File: src/rtl/cfg_shift_loader.sv
// Feeds the CLB configuration shift chain: takes bytes from a valid/ready stream,
// shifts them LSB-first with a generated shift_clk, and returns the old chain contents.
module cfg_shift_loader #(
  parameter int CHAIN_LEN = 38,
  parameter int DATA_W    = 8,
  parameter int HALF_DIV  = 1
) (
  input  logic              clk,
  input  logic              rst_n,
  input  logic              start,
  input  logic              abort,
  input  logic [DATA_W-1:0] in_data,
  input  logic              in_valid,
  output logic              in_ready,
  output logic              shift_clk,
  output logic              shift_en,
  output logic              shift_i,
  input  logic              shift_o,
  output logic              busy,
  output logic              done,
  output logic [DATA_W-1:0] rb_data,
  output logic              rb_valid,
  output logic [2:0]        fsm_state
);

  localparam int CNT_W = $clog2(CHAIN_LEN + 1);
  localparam int IDX_W = (DATA_W > 1) ? $clog2(DATA_W) : 1;
  localparam int DIV_W = 8;
  localparam logic [DIV_W-1:0] DIV_RELOAD = DIV_W'(HALF_DIV - 1);

  // Handshake: a byte moves on every clk edge where in_valid and in_ready are both 1.
  // in_ready is only ever high in FETCH, so FETCH consumes on in_valid alone.
  typedef enum logic [2:0] {
    IDLE   = 3'd0,
    FETCH  = 3'd1,
    SETUP  = 3'd2,
    HIGH   = 3'd3,
    FINISH = 3'd4
  } state_t;

  state_t            state;
  logic [CNT_W-1:0]  bit_cnt;
  logic [IDX_W-1:0]  bit_idx;
  logic [IDX_W-1:0]  next_idx;
  logic [DIV_W-1:0]  div_cnt;
  logic [DATA_W-1:0] byte_buf;
  logic [DATA_W-1:0] rb_shift;
  logic              last_bit;
  logic              byte_end;
  logic              div_end;

  assign fsm_state = state;
  assign next_idx  = bit_idx + 1'b1;
  assign last_bit  = (bit_cnt == CNT_W'(CHAIN_LEN - 1));
  assign byte_end  = (bit_idx == IDX_W'(DATA_W - 1));
  assign div_end   = (div_cnt == '0);

  always_ff @(posedge clk or negedge rst_n) begin
    if (!rst_n) begin
      state     <= IDLE;
      in_ready  <= 1'b0;
      shift_clk <= 1'b0;
      shift_en  <= 1'b0;
      shift_i   <= 1'b0;
      busy      <= 1'b0;
      done      <= 1'b0;
      rb_data   <= '0;
      rb_valid  <= 1'b0;
      bit_cnt   <= '0;
      bit_idx   <= '0;
      div_cnt   <= '0;
      byte_buf  <= '0;
      rb_shift  <= '0;
    end else begin
      done     <= 1'b0;
      rb_valid <= 1'b0;
      if (abort && state != IDLE) begin
        // Chain is left exactly as far as it got; only the strobes are dropped.
        state     <= IDLE;
        in_ready  <= 1'b0;
        shift_clk <= 1'b0;
        shift_en  <= 1'b0;
        busy      <= 1'b0;
      end else begin
        case (state)
          IDLE: begin
            if (start && !abort) begin
              state    <= FETCH;
              busy     <= 1'b1;
              in_ready <= 1'b1;
              bit_cnt  <= '0;
              bit_idx  <= '0;
              rb_shift <= '0;
            end
          end
          FETCH: begin
            if (in_valid) begin
              byte_buf <= in_data;
              in_ready <= 1'b0;
              shift_en <= 1'b1;
              shift_i  <= in_data[0];
              bit_idx  <= '0;
              div_cnt  <= DIV_RELOAD;
              state    <= SETUP;
            end
          end
          SETUP: begin
            if (div_end) begin
              // Tail bit is captured just before the chain shifts it away.
              rb_shift[bit_idx] <= shift_o;
              shift_clk         <= 1'b1;
              div_cnt           <= DIV_RELOAD;
              state             <= HIGH;
            end else begin
              div_cnt <= div_cnt - 1'b1;
            end
          end
          HIGH: begin
            if (div_end) begin
              shift_clk <= 1'b0;
              bit_cnt   <= bit_cnt + 1'b1;
              bit_idx   <= next_idx;
              div_cnt   <= DIV_RELOAD;
              if (last_bit) begin
                rb_data  <= rb_shift;
                rb_valid <= 1'b1;
                rb_shift <= '0;
                state    <= FINISH;
              end else if (byte_end) begin
                rb_data  <= rb_shift;
                rb_valid <= 1'b1;
                rb_shift <= '0;
                in_ready <= 1'b1;
                state    <= FETCH;
              end else begin
                shift_i <= byte_buf[next_idx];
                state   <= SETUP;
              end
            end else begin
              div_cnt <= div_cnt - 1'b1;
            end
          end
          FINISH: begin
            done     <= 1'b1;
            busy     <= 1'b0;
            shift_en <= 1'b0;
            state    <= IDLE;
          end
          default: state <= IDLE;
        endcase
      end
    end
  end

endmodule

File: config.mk
export PLATFORM = sky130hd
export DESIGN_NAME = cfg_shift_loader
export DESIGN_NICKNAME = d
export VERILOG_FILES = /design/src/rtl/cfg_shift_loader.sv
export SDC_FILE = /design/constraint.sdc
export NUM_CORES = 1
export LEC_CHECK = 0
export CAP_MARGIN = 40
export CORE_UTILIZATION = 35
export CTS_CLUSTER_DIAMETER = 80
export DETAILED_ROUTE_END_ITERATION = 10
export PLACE_DENSITY = 0.6
export SETUP_SLACK_MARGIN = 0.5
export SLEW_MARGIN = 20
export SYNTH_ARGS = -nofsm -noshare
export SYNTH_HDL_FRONTEND = slang
export SYNTH_SLANG_ARGS = --single-unit
File: constraint.sdc
create_clock -name clk -period 3.1 [get_ports clk]
set_clock_uncertainty 0.05 [all_clocks]
set_input_delay 0.465 -clock clk [delete_from_list [all_inputs] [get_ports clk]]
set_output_delay 0.465 -clock clk [all_outputs]
set_load 0.02 [all_outputs]
==> flow_metrics.tcl <==
set metrics [dict create \
    p_leak_uw 0.001333 \
    ys_seq_area_share_pct 48.50 \
    io_buffers 31 \
    dr.pass1.iters 4 \
    synthFlopType "dfrtp_1" \
    cts_resized 0 \
    synthTopCellsByArea "dfrtp_1 (49%), mux2_2 (6.0%), o21ai_0 (4.0%), nand2_1 (2.9%), nor2_1 (2.9%)" \
    dp_hpwl_um 3904 \
    drive_above_1_share_pct 12.46 \
    setup_slack_ns 0.7383 \
    diodes 0 \
    cts_setup_buffers 0 \
    crit_arrival_ns 2.51 \
    layout_min_cycle_time_ns 2.362 \
    crit_path_max_fanout 11 \
    cts_tree "yes" \
    p_total_uw 2318 \
    final_cells 388 \
    clkPwrFrac_pct 20.2 \
    drcViolationCount 0 \
    crit_required_ns 3.25 \
    fillCellCount 699 \
    nets 307 \
    cap_violations 0 \
    drt_wl_total_um 5479 \
    synthArstFlopShare_pct 100.0 \
    ant_nets 0 \
    switching_share_pct 36.54 \
    die-area_um2 7869 \
    pre_cts_ws_ns 0.4139 \
    grt_pass1_vias 1835 \
    crit_slowest_cell "clkdlybuf4s50_1" \
    placed_area_um2 3030 \
    final-seq-area_um2 1276 \
    antenna_found_initial 0 \
    clockRootBuffer "clkbuf_8" \
    cts_buffers 5 \
    die_w_um 88.71 \
    ir_drop_v 0.0004366 \
    die_h_um 88.71 \
    pin_count 32 \
    ctsHoldBuffers 0 \
    setup_viol 0 \
    ys.warnings.count 0 \
    hold_path_class "input port to asynchronous set/reset pin" \
    grt_max_degree 52 \
    viasPerCell 5.103 \
    p_switching_uw 847.1 \
    synth_top_area_share_pct 48.50 \
    p_int_uw 1471 \
    comb_power_share_pct 39.5 \
    cpPeakStageDelay_ns 0.64 \
    first_iter_violations 128 \
    run_status "completed" \
    num_rows 31 \
    synth_top_area_cell "dfrtp_1" \
    pwr-share-seq_pct 40.3 \
    grt_usage_pct 15.09 \
    period_share_pct 76.18 \
    yosysMostFrequentCell "dfrtp_1" \
    vias 1980 \
    syn-num-nets 277 \
    path_buf_inv 1 \
    synth_edf_count 0 \
    multi_input_area_um2 1272 \
    maxSlewViolCount 0 \
    dp.cells 380 \
    start_util_pct 36.28 \
    clk_pin_slew_worst_paths_ns 0.09 \
    clock.fmax_mhz 423.4 \
    ys_seq_elements 51 \
    critPathTopFamily "simple AND/OR/NAND/NOR gates" \
    cts_sinks 51 \
    synthDistinctLibCells 51 \
    stdcell_area_um2 3147 \
    core-area_um2 7253 \
    htreeDepth 2 \
    synth_area_per_cell_um2 10.20 \
    grt_first_pass_wirelength_um 9177 \
    power_density_nw_per_um2 736.7 \
    clk_latency_ns 0.30 \
    grt_setup_unrepaired "no" \
    crit_path_end_kind "flip-flop" \
    crit_path_cell_trace "clkdlybuf4s50_1 -> nor3b_2 -> nand4_2 -> nor2_4 -> mux2_2" \
    clock_tree.buffer_depth 2 \
    syn2layout_area_growth_pct 19.59 \
    critical_path_class "input port to flip-flop" \
    max-slew-margin-rel_pct 58.66 \
    wl_per_cell_um 14.12 \
    place_congestion 0.8437 \
    grt_overflow 0 \
    hold_viol 0 \
    finalSetupTns_ns 0 \
    synthCells 258 \
    syn_area_um2 2631 \
    synth_commonest_cells "dfrtp_1 (51), o21ai_0 (21), nand2_1 (20), nor2_1 (20), mux2_2 (14)" \
    tightest_slew_ns 0.6201 \
    worst_setup_path_start_kind "input port" \
]
-- metal layers --
| metal | vias up | routed length (um) | GRT usage, % |
|---|---|---|---|
| met5 | - | 0 | 0 |
| met4 | 0 | 66 | 3.959 |
| met3 | 6 | 205 | 2.985 |
| met2 | 38 | 2366 | 21.96 |
| met1 | 944 | 2841 | 22.74 |
| li1 | 992 | - | - |
-- final timing paths --
| check | from | to | slack, ns | cells after the start |
|---|---|---|---|---|
| worst max-delay path | abort | rb_data[0] | 0.74 | 5 |
| max in group asynchronous | rst_n | fsm_state[1] | 2.38 | 2 |
| min in group clk | rb_data[4] | rb_data[4] | 0.44 | 1 |
| worst max register to register | div_cnt[0] | rb_data[0] | 0.97 | 6 |
| worst min register to register | rb_data[4] | rb_data[4] | 0.44 | 1 |
| worst min-delay path | rst_n | rb_valid | 0.21 | 2 |
-- cells by family (layout without fill, tap and decap cells) --
group                      after synthesis  in the layout  synth area share (%)
DFF                                     51             51                 48.50
xor gates and xnor gates                 7              7                 2.330
buffers and inverters                   19             50                 3.138
adders and majority gates                5              5                 2.378
and+or+nand+nor                         87             87                 18.21
muxes                                   22             22                 10.08
AOI/OAI and AO/OA                       67             67                 15.36
-- layout make-up --
| type | instances | share of cell area, % |
|---|---|---|
| repair buffers | 34 | 10.42 |
| multi-input cells | 188 | 40.44 |
| clock buffers | 5 | 2.187 |
| inverters | 8 | 0.9543 |
| flip-flops and latches | 51 | 40.56 |
| clock inverters | 3 | 1.511 |
| well taps | 99 | 3.936 |
-- power groups by stage --
stage	clock (uW)	combinational (uW)	sequential [uW]
floorplan	0	630	972
detailed placement	0	917	949
global placement	0	903	948
CTS	494	920	937
global route	520	1030	960
finish	467	916	935
-- placed cells by master, fill, tap and decap left out, types with 3 or more instances in the layout --
cell type,count
nand2b_1,4
a21oi_1,9
ha_1,5
o21ai_1,8
or3_1,3
mux2i_1,4
nand3_1,10
mux2_2,14
o31ai_1,3
o211ai_1,3
o22ai_1,3
nor3_1,5
clkdlybuf4s50_1,30
a31oi_1,11
xor2_1,5
nor2_1,20
nand2_1,20
clkbuf_8,5
buf_4,3
nor2b_1,6
inv_1,8
dfrtp_1,51
o21ai_0,21
-- sequential cells by signal, summed over array words and instances, names as in the netlist --
name,count
bit_cnt,6
in_ready,1
shift_clk,1
fsm_state,3
rb_data,8
shift_i,1
rb_shift,8
shift_en,1
busy,1
bit_idx,3
done,1
rb_valid,1
byte_buf,8
div_cnt,8
-- metrics by stage --
step,hold slack [ns],util [%]
2_1_floorplan,0.1194,-
3_3_place_gp,0.4232,41.78
3_5_place_dp,0.4253,41.78
4_1_cts,0.2237,43.38
5_1_grt,0.2677,43.38
6_report,0.2059,43.38
Power figures use the tool's default switching activity.
